$ cat src/rtl/food_seller.sv
// Single-transaction vending controller: six items priced 1..6 units, per-item
// 3-bit stock, one independent purchase decision per clock with registered results.
module food_seller #(
    parameter int unsigned INIT_STOCK = 3
) (
    input  logic       clk,
    input  logic       rst,
    input  logic [2:0] choice,
    input  logic [2:0] money,
    output logic [2:0] item1,
    output logic [2:0] available_item1,
    output logic [2:0] remaining_money1
);

    localparam int unsigned N_ITEMS = 6;
    localparam logic [2:0]  INIT_Q  = 3'(INIT_STOCK);

    logic [2:0] stock_q [N_ITEMS];
    logic [2:0] stock_d [N_ITEMS];
    logic [2:0] item_q,   item_d;
    logic [2:0] avail_q,  avail_d;
    logic [2:0] change_q, change_d;

    logic       sel_valid;
    logic [2:0] sel_stock;

    // Price equals the item number, so choice doubles as the price operand.
    always_comb begin
        sel_valid = 1'b0;
        sel_stock = 3'd0;
        for (int i = 0; i < N_ITEMS; i++) begin
            if (choice == 3'(i + 1)) begin
                sel_valid = 1'b1;
                sel_stock = stock_q[i];
            end
        end
    end

    always_comb begin
        for (int i = 0; i < N_ITEMS; i++) begin
            stock_d[i] = stock_q[i];
        end
        item_d   = 3'd0;
        avail_d  = 3'd0;
        change_d = money;

        if (sel_valid && sel_stock != 3'd0) begin
            if (money >= choice) begin
                item_d   = choice;
                avail_d  = sel_stock - 3'd1;
                change_d = money - choice;
                for (int i = 0; i < N_ITEMS; i++) begin
                    if (choice == 3'(i + 1)) begin
                        stock_d[i] = sel_stock - 3'd1;
                    end
                end
            end else begin
                avail_d = sel_stock;
            end
        end
    end

    always_ff @(posedge clk) begin
        if (rst) begin
            for (int i = 0; i < N_ITEMS; i++) begin
                stock_q[i] <= INIT_Q;
            end
            item_q   <= 3'd0;
            avail_q  <= 3'd0;
            change_q <= 3'd0;
        end else begin
            for (int i = 0; i < N_ITEMS; i++) begin
                stock_q[i] <= stock_d[i];
            end
            item_q   <= item_d;
            avail_q  <= avail_d;
            change_q <= change_d;
        end
    end

    assign item1            = item_q;
    assign available_item1  = avail_q;
    assign remaining_money1 = change_q;

endmodule

$ cat config.mk
export PLATFORM = sky130hd
export DESIGN_NAME = food_seller
export DESIGN_NICKNAME = d
export VERILOG_FILES = /design/src/rtl/food_seller.sv
export SDC_FILE = /design/constraint.sdc
export NUM_CORES = 1
export LEC_CHECK = 0
export CAP_MARGIN = 20
export CELL_PAD_IN_SITES_DETAIL_PLACEMENT = 0
export CELL_PAD_IN_SITES_GLOBAL_PLACEMENT = 1
export CORE_AREA = 3 3 66 68
export DETAILED_ROUTE_END_ITERATION = 10
export DIE_AREA = 0 0 69 71
export PLACE_DENSITY_LB_ADDON = 0.2
export SYNTH_ARGS = -nofsm -noshare
export SYNTH_HDL_FRONTEND = slang
export SYNTH_SLANG_ARGS = --single-unit
export TNS_END_PERCENT = 50
$ cat constraint.sdc
create_clock -name clk -period 2.4 [get_ports clk]
set_input_delay 0.24 -clock clk [delete_from_list [all_inputs] [get_ports clk]]
set_output_delay 0.24 -clock clk [all_outputs]
set_load 0.005 [all_outputs]
Word level (Yosys, flattened, before mapping)
Memories as Yosys holds them, arrays and structs flattened.
Index checks and enable logic that the tools add are counted.
Storage, ports and cells
  bits in writable memories: 18
  logic and storage cells: 57
  output and inout port bits: 9
  memories kept: 1
  bits in registers: 9
Memory list
  stock_q: words 6, bits a word 3, rd ports 6, clocked after Yosys merged registers in 0, wr ports 6, line 18  | logic [2:0] stock_q [N_ITEMS];
Cells by class
  add/sub/neg operators: 2
  magnitude comparators: 1
  bitwise gates (word level): 8
  eq/ne operators: 6
  reductions and logical operators: 4
  mux-type cells: 32
Operator list (number)
  3-bit 2-to-1 mux: 21
  18-bit 2-to-1 mux: 2
  3-bit == test (second input constant): 3
  1-bit 2-to-1 mux: 9
  3-bit by 2-bit == test with 1-bit output (second input constant): 2
  1-bit OR: 6
  3-bit by 1-bit == test with 1-bit output (second input constant): 1
  3-bit greater-or-equal comparator: 1
  3-bit nonzero test: 1
  3-bit OR reduction: 1
  3-bit by 1-bit subtractor with 3-bit output (second input constant): 1
  3-bit subtractor: 1
  1-bit inverter: 2
  2-bit OR reduction: 1
  1-bit logical AND: 1

Longest topological paths before layout
  depth in word-level cells: 12
  mapped depth: 10

Worst setup path after synthesis
Ideal clock, no wire load.
  kind: input to register
  start: input port choice[2]
  end: register avail_q[2] (netlist: available_item1[2])
  path buffers: 2
  arrival: 2371 ps
  setup time: 75 ps
  setup slack: -46 ps
  stages: 9
  data required time: 2325 ps
  cell sequence: buf_2 -> o311ai_0 -> a31oi_1 -> ha_1 -> ha_1 -> or3_4 -> or3_1 -> buf_2 -> o22ai_1
Between the ends
  word-level cells in the longest chain between the ends: 11
Ends and longest elaborated chain
  start: declaration: line 8  | input logic [2:0] choice,
  parallel branches: the longest is 11 deep, another holds 3-bit by 1-bit subtractor with 3-bit output
  end signal: assignment: line 76  | avail_q <= avail_d;
  end: declaration: line 21  | logic [2:0] avail_q, avail_d;
Several ways; the timed one is not identified.
A chain may end at the register's enable or synchronous reset.

==> qor.yml <==
status:
  outcome: "complete, no violations"
grt:
  grt.total_usage_pct: 14.86
  grt_pass1_vias: 1253
  grt_max_degree: 15
  antenna_found_initial: 0
  gr-total-overflow: 0
  grt_pass1_wl_um: 5996
floorplan:
  rows: 23
  coreArea_um2: 3914
  dieWidth_um: 69
  start_util_pct: 34.18
  die_h_um: 71
  io_pins: 17
  die_area_um2: 4899
clock_network:
  cts_buffers: 3
  cts_root_buffer: "clkbuf_8"
  clk_path_buf_depth: 2
  cts.sinks: 27
  clk_pin_slew_ps: 90
  clkLatencyLatePin_ps: 270
  cts_tree: "yes"
  htree_levels: 1
synth:
  yosysWarnings: 0
  synth_xor_area_share_pct: 0.6548
  synth_cell_types: 40
  synth_seq_cells: 27
  async_flop_share_pct: 0
  yosys.area_share.simple_pct: 18.43
  synth_top_family_by_area: "compound AO/OA/AOI/OAI gates"
  synth_ff_type: "dfxtp_1"
  avgSynthCellArea_um2: 9.353
  synth_edf_count: 0
  syn_nets: 157
  synth_area_um2: 1338
  synth_compound_area_share_pct: 20.21
  synthAdderAreaFrac_pct: 6.174
  syn_inst: 143
  yosysSeqAreaShare_pct: 40.41
  muxShareOfSynthArea_pct: 9.448
critical_path:
  critical_path_arrival_ps: 2460
  crit_buf_inv: 0
  critPathTopFamily: "compound AO/OA/AOI/OAI gates"
  cp_cell_sequence: "mux2i_1, o311ai_2, a31oi_2, ha_2, ha_4, nor3b_4, and2_4, nand2_1, a221o_1"
  timing_worst_setup_path_type: "reg -> reg"
  worst_ep_required_time_ps: 2570
  path_max_fanout: 6
  critPathCaptureType: "register"
  crit_path_max_incr_delay_ps: 360
  cp_slowest_cell: "o311ai_2"
  critPathLaunchType: "register"
timing:
  finalCritPeriodShare_pct: 95.78
  drv_slew: 0
  hold_ws_ps: 449.8
  worstMarginPinSlew_ps: 487.6
  relSlewSlack_pct: 67.28
  skew_ps: 7.819
  setup_violations: 0
  layout_setup_ws_ps: 101.4
  finalHoldViolations: 0
  layout_min_cycle_time_ps: 2299
  fmax_mhz: 435.0
job:
  maxCapViolCount: 0
finish:
  final_cell_mix: "buf_4 (28), dfxtp_1 (27), clkdlybuf4s50_1 (13)"
  final_area_um2: 1818
  drive_above_1_share_pct: 28.42
  syn2layout_area_growth_pct: 35.92
  fin_util_pct: 46.45
  n_antenna_cell: 0
  finalNetCount: 198
  final_common_cell: "buf_4"
detailed_routing:
  vias_per_cell: 5.335
  wirelength_um: 3510
  drtAntennaViolNets: 0
  drtPass1Iterations: 4
  wire_per_inst_um: 15.06
  drt_iter0_markers: 49
  vias: 1243
  drc: 0
power_and_ir_drop:
  leakagePower_nw: 0.7288
  power_density_nw_per_um2: 554.2
  vdd_drop_max_uv: 161.2
  power_mw: 1.008
place:
  place_congestion: 0.8804
  portBuffers: 16
  dp_slack_ps: -645.0
  detailed_place_hpwl_um: 2694
  dpl-instance-area_um2: 1715
min_path:
  min_path_type: "in -> reg"
[stage by stage]
stage	setup TNS [ps]	cells
detailed placement	-13900	227
global placement	-12590	227
CTS	0	231
finish	0	233
floorplan	0	143
global route	-66.31	233
[tightest hold or removal path: cells and delay by family]
| kind | cells | cell delay [ps] |
|---|---|---|
| buffers and inverters | 3 | 380 |
| AND/OR/NAND/NOR | 1 | 50 |
[final timing paths]
| check | from | endpoint | slack, ps | cells after the start |
|---|---|---|---|---|
| worst max-delay path | stock_q[2][0] | stock_q[0][0] | 100 | 9 |
| worst min-delay path | choice[1] | item1[1] | 450 | 4 |
| worst max register to register | stock_q[2][0] | stock_q[0][0] | 100 | 9 |
| worst min register to register | stock_q[2][2] | stock_q[2][2] | 460 | 2 |
[timing repair]
item / CTS / global route
pin swaps: 2 / 3
endpoints found under the setup margin: 27 / 19
gates resized for setup: 10 / 9
hold buffers: 0 / 0
cloned: 0 / 0
buffers inserted: 0 / 2
[cell usage after synthesis (4+ instances only)]
cell	instances	area, um2
or3_1	7	43.79
dfxtp_1	27	540.5
mux2i_1	7	70.07
o21ai_0	8	40.04
a221o_1	5	50.05
nand2_1	9	33.78
inv_1	6	22.52
ha_1	5	62.56
clkbuf_1	4	15.01
nor2_1	8	30.03
mux2_2	5	56.30
a21oi_1	7	35.03
[power by group]
part	internal (mW)	switching (mW)
Combinational	0.141	0.130
Sequential	0.474	0.0102
Clock	0.119	0.134
[sequential cells by signal, summed over array words and instances (netlist names)]
| signal | count |
|---|---|
| item1 | 3 |
| stock_q | 18 |
| remaining_money1 | 3 |
| available_item1 | 3 |
[per-layer routing]
metal,GRT usage (%),wire [um]
met5,0,0
met4,4.555,33
met3,2.415,126
met2,25.42,1681
met1,19.23,1670
[logic make-up after synthesis]
kind of cell | after synthesis
simple gates | 44
compound gates | 39
flops | 27
buf+inv | 14
mux | 12
fa+ha+maj | 6
xor+xnor | 1
[cell type report]
cell class | count | area, um2
timing repair buffer | 44 | 359.1
inverter | 6 | 22.52
multi-input combinational | 102 | 788.3
clock buffer | 4 | 45.04
fill | 396 | 2096
tap | 50 | 62.56
sequential | 27 | 540.5
(Power assumes the default switching activity.)
==> variant 1, RTL diff (config.mk and constraints unchanged) <==
Add an input register stage for `choice` and `money`, with the module's reset; this delays them by one clock.
--- a/src/rtl/food_seller.sv
+++ b/src/rtl/food_seller.sv
@@ -15,6 +15,19 @@
     localparam int unsigned N_ITEMS = 6;
     localparam logic [2:0]  INIT_Q  = 3'(INIT_STOCK);
 
+    logic [2:0] choice_q;
+    logic [2:0] money_q;
+
+    always_ff @(posedge clk) begin
+        if (rst) begin
+            choice_q <= '0;
+            money_q  <= '0;
+        end else begin
+            choice_q <= choice;
+            money_q  <= money;
+        end
+    end
+
     logic [2:0] stock_q [N_ITEMS];
     logic [2:0] stock_d [N_ITEMS];
     logic [2:0] item_q,   item_d;
@@ -29,7 +42,7 @@
         sel_valid = 1'b0;
         sel_stock = 3'd0;
         for (int i = 0; i < N_ITEMS; i++) begin
-            if (choice == 3'(i + 1)) begin
+            if (choice_q == 3'(i + 1)) begin
                 sel_valid = 1'b1;
                 sel_stock = stock_q[i];
             end
@@ -42,15 +55,15 @@
         end
         item_d   = 3'd0;
         avail_d  = 3'd0;
-        change_d = money;
+        change_d = money_q;
 
         if (sel_valid && sel_stock != 3'd0) begin
-            if (money >= choice) begin
-                item_d   = choice;
+            if (money_q >= choice_q) begin
+                item_d   = choice_q;
                 avail_d  = sel_stock - 3'd1;
-                change_d = money - choice;
+                change_d = money_q - choice_q;
                 for (int i = 0; i < N_ITEMS; i++) begin
-                    if (choice == 3'(i + 1)) begin
+                    if (choice_q == 3'(i + 1)) begin
                         stock_d[i] = sel_stock - 3'd1;
                     end
                 end
Function: changed (a bounded check fails within 4 cycles, from zero or initial values and one cycle with rst high).
==> variant 1 against the unedited design <==
Synthesized area up 13%. Sequential cell count grew 6. Largest power group is now the clock network. Total power up 43%. Cell area increased by 9.8%. Count of clock-buffer cells in the layout up 1. Setup slack lost 21 ps. Combinational power shrank 14%. First-iteration DRC count up 4.1%. Wire length is 7.3% lower.
==> variant 1: results (changes against the unedited design) <==
metric,value,unit,change
largest_reg_flops,18,,unchanged
drive_gt1_frac,0.2139,,was 0.2842
synth_fa_ha_area_frac,0.05468,,was 0.06174
routed_wl,3255,um,was 3510 um
nFillCells,373,,was 396
place_congestion,0.8313,,was 0.8804
syn-num-nets,172,,was 157
whs,463.5,ps,was 449.8 ps
synth_common_cells,"dfxtp_1, nor2_1, mux2i_1",,"was dfxtp_1, nand2_1, nor2_1, o21ai_0"
ir_worst_vdd,0.3405,mV,was 0.1612 mV
slew_headroom,0.7516,,was 0.6728
grt_use_total,0.1422,,was 0.1486
largest_register,stock_q,,unchanged
yosysSeqAreaShare,0.4374,,was 0.4041
min_to,remaining_money1[0]$_SDFF_PP0_,,was item1[1]$_SDFF_PP0_
htreeDepth,2,,was 1
r2r_slack,80,ps,was 100 ps
crit-reg2reg-capture,stock_q[1][1]$_SDFFE_PP1P_,,was stock_q[0][0]$_SDFFE_PP1P_
clkTransAtPathRegs,70,ps,was 90 ps
arrival,2500,ps,was 2460 ps
synth.distinct_cells,37,,was 40
diodes,0,,unchanged
hpwl,2451,um,was 2694 um
synth_compound_area_frac,0.1127,,was 0.2021
critPathMaxFanout,6,,unchanged
layout.nets,200,,was 198
synth_mux_area_frac,0.1243,,was 0.09448
numCtsBuffers,5,,was 3
synth_area_leaders,"dfxtp_1, mux2i_1, nor2b_1",,"was dfxtp_1, mux2i_1, ha_1"
r2r-start,choice_q[0]$_SDFF_PP0_,,was stock_q[2][0]$_SDFFE_PP1P_
p_leak,0.8193,nW,was 0.7288 nW
grt_max_degree,29,,was 15
pre_cts_ws,-85.87,ps,was -645.0 ps
yosysWarnings,0,,unchanged
hold_start,money_q[0]$_SDFF_PP0_,,was choice[1]
synth_xor_area_frac,0.01160,,was 0.006548
grt_pass1_vias,1177,,was 1253
finalHoldViolations,0,,unchanged
worstRegToRegCells,8,,was 9
first_pass_iters,4,,unchanged
skew,4.601,ps,was 7.819 ps
vias_per_cell,4.806,,was 5.335
drt_iter0_markers,51,,was 49
grt_pass1_wl,5451,um,was 5996 um
min_path_cells,2,,was 4
clock_latency,290,ps,was 270 ps
min_path_type,flip-flop to flip-flop,,was input pin to flip-flop
status,finished clean,,unchanged
## variant 1: changes by cell type after synthesis, moves of 5 or more
cell	before	now
nor2b_1	3	13
nor2_1	8	17
mux2i_1	7	15
nand2b_1	0	8
or3_1	7	0
dfxtp_1	27	33
o21ai_0	8	3
## variant 1: how the worst max path moves through the flow
stage	depth (start not counted)	from	endpoint	slack, ps
finish	8	choice_q[0]$_SDFF_PP0_	stock_q[1][1]$_SDFFE_PP1P_	80
global route	8	choice_q[0]$_SDFF_PP0_	stock_q[1][1]$_SDFFE_PP1P_	-0.1
CTS	9	choice_q[1]$_SDFF_PP0_	stock_q[0][1]$_SDFFE_PP1P_	-3
detailed placement	8	choice_q[0]$_SDFF_PP0_	stock_q[2][1]$_SDFFE_PP1P_	-90
global placement	8	choice_q[0]$_SDFF_PP0_	stock_q[2][1]$_SDFFE_PP1P_	-60
floorplan	9	choice_q[0]$_SDFF_PP0_	stock_q[1][1]$_SDFFE_PP1P_	60
## variant 1: timing repair
| item | in CTS | in global routing |
|---|---|---|
| hold endpoints to repair | 0 | 0 |
| pin swaps | 0 | 1 |
| resized for setup | 5 | 13 |
| endpoints found under the setup margin | 17 | 24 |
## variant 1: stage by stage
step	instances	util	setup TNS (ps)	cell area, sq um
floorplan	158	-	0	1510
global placement	229	0.4578	-241.5	1792
detailed placement	229	0.4578	-354.4	1792
CTS	237	0.4942	-3.016	1934
global route	237	0.5102	-0.1137	1997
finish	237	0.5102	0	1997
## variant 1: critical path, stage by stage, from the launching register on
cell and delay [ps]:
dfxtp_4 390, mux2_2 370, a221oi_4 310, or2_1 170, ha_2 190, ha_4 180
nor2_4 50, and3_2 250, a211o_1 290
## variant 1: area by class of cell
cell class,instances,area [sq um],share of cell area
Multi-Input combinational cell,110,847.1,0.4242
Sequential cell,33,665.6,0.3333
Timing Repair Buffer,30,265.3,0.1328
Clock buffer,5,68.82,0.03446
Clock inverter,3,65.06,0.03258
Tap cell,50,62.56,0.03133
Inverter,6,22.52,0.01128
## variant 1: where the power goes
group	leakage, nW	internal [mW]	total (mW)	switching (mW)
logic	0.481	0.118	0.233	0.115
registers	0.270	0.573	0.588	0.0146
clock network	0.0681	0.412	0.619	0.206
total	0.819	1.10	1.44	0.336
## variant 1: routing by layer
layer  global-route usage  up-vias  wire, um
li1                     -      593         -
met1               0.1606      525      1465
met2               0.2521       17      1639
met3              0.04403        4       109
met4              0.05206        0        40
met5                    0        -         0
==> variant 2, RTL diff (same settings) <==
Made on the original files. The localparam `N_ITEMS` goes from 6 to 5.
--- a/src/rtl/food_seller.sv
+++ b/src/rtl/food_seller.sv
@@ -12,7 +12,7 @@
     output logic [2:0] remaining_money1
 );
 
-    localparam int unsigned N_ITEMS = 6;
+    localparam int unsigned N_ITEMS = 5;
     localparam logic [2:0]  INIT_Q  = 3'(INIT_STOCK);
 
     logic [2:0] stock_q [N_ITEMS];
Function: changed (a bounded check fails within 4 cycles, from zero or initial values and one cycle with rst high).
==> variant 2 against the unedited design <==
Utilization down 1.4 points. Setup slack worse by 65 ps. Wire length down 0.91%. Via count down 6.6%. First-iteration DRC count down 2.0%. Total power up 2.2%. Clock skew down 3.3 ps. Highest routed layer unchanged. Cell area down 3.1%. Sequential cell count down 3. Largest power group unchanged. Critical endpoint is now stock_q[0][6]$_SDFFE_PP1P_. Combinational power down 6%. Synthesized area down 6.0%. Count of clock-buffer cells in the layout down 1.
==> variant 2: results (changes against the unedited design) <==
metric,value,unit,change
syn-num-nets,150,,was 157
wl_met2,1658,um,was 1681 um
synth_common_cells,"dfxtp_1, mux2i_1, nor2_1",,"was dfxtp_1, nand2_1, nor2_1, o21ai_0"
place_congestion,0.9423,,was 0.8804
grt_pass1_wl,5678,um,was 5996 um
crit_start,choice[2],,was stock_q[2][0]$_SDFFE_PP1P_
p_comb,0.256,mW,was 0.271 mW
comb.multi_input.count,98,,was 102
grt_max_degree,18,,was 15
n_all_buffers,48,,was 44
fin_crit_sh,0.9850,,was 0.9578
netlist_instances,136,,was 143
synth_compound_area_frac,0.1841,,was 0.2021
min_path_type,flip-flop to flip-flop,,was input pin to flip-flop
largest_reg_flops,15,,was 18
pre_cts_ws,-548.2,ps,was -645.0 ps
whs,465.8,ps,was 449.8 ps
ctsResizeCount,2,,was 10
instances_no_fill,229,,was 233
place_area,0.001672,sq mm,was 0.001715 sq mm
status,finished clean,,unchanged
multi_input_area,729.5,sq um,was 788.3 sq um
synth_area_leaders,"dfxtp_1, mux2i_1, ha_1",,unchanged
synth.distinct_cells,42,,was 40
synth_fa_ha_area_frac,0.06567,,was 0.06174
min_path_cells,1,,was 4
skew,4.507,ps,was 7.819 ps
inverters,5,,was 6
wl_met1,1651,um,was 1670 um
critPathLaunchType,input pin,,was flip-flop
synth_mux_area_frac,0.1244,,was 0.09448
hold_start,stock_q[0][9]$_SDFFE_PP1P_,,was choice[1]
min_to,stock_q[0][9]$_SDFFE_PP1P_,,was item1[1]$_SDFF_PP0_
p_clk,0.349,mW,was 0.252 mW
r2r_slack,130,ps,was 100 ps
r2r-start,stock_q[0][12]$_SDFFE_PP1P_,,was stock_q[2][0]$_SDFFE_PP1P_
drt_iter0_markers,48,,was 49
route.met3.wl,130,um,was 126 um
hpwl,2695,um,was 2694 um
slew_headroom,0.5989,,was 0.6728
layout.nets,194,,was 198
clock_cell_area_share,0.04048,,was 0.02478
gr-usage-met3,0.02557,,was 0.02415
stdcell_area,0.001762,sq mm,was 0.001818 sq mm
ff_latch_area,480.5,sq um,was 540.5 sq um
clkPwrFrac,0.338,,was 0.251
crit_end,stock_q[0][6]$_SDFFE_PP1P_,,was stock_q[0][0]$_SDFFE_PP1P_
-- variant 2: changes by cell type in the layout (fill, tap and decap cells not counted), sizes merged, moves of 3 or more --
cell | before | now
clkbuf | 6 | 3
o311ai | 4 | 1
nor3 | 3 | 7
dfxtp | 27 | 24
or3 | 8 | 4
buf | 28 | 32
a221o | 5 | 0
mux2i | 7 | 10
a31oi | 2 | 5
-- variant 2: logic make-up (layout without fill, tap and decap cells) --
| kind of cell | Yosys count | in the layout |
|---|---|---|
| AO/OA/AOI/OAI | 34 | 34 |
| XOR/XNOR | 1 | 1 |
| adder cells (fa/ha/maj) | 6 | 6 |
| buffers and inverters | 14 | 57 |
| flip-flops | 24 | 24 |
| multiplexers | 15 | 15 |
| AND/OR/NAND/NOR | 42 | 42 |
-- variant 2: critical path, delay by kind of cell --
kind / cells / cell delay, ps
buffers and inverters: 3 / 860
AND/OR/NAND/NOR: 4 / 820
AO/OA/AOI/OAI: 2 / 360
adder cells (fa/ha/maj): 1 / 230
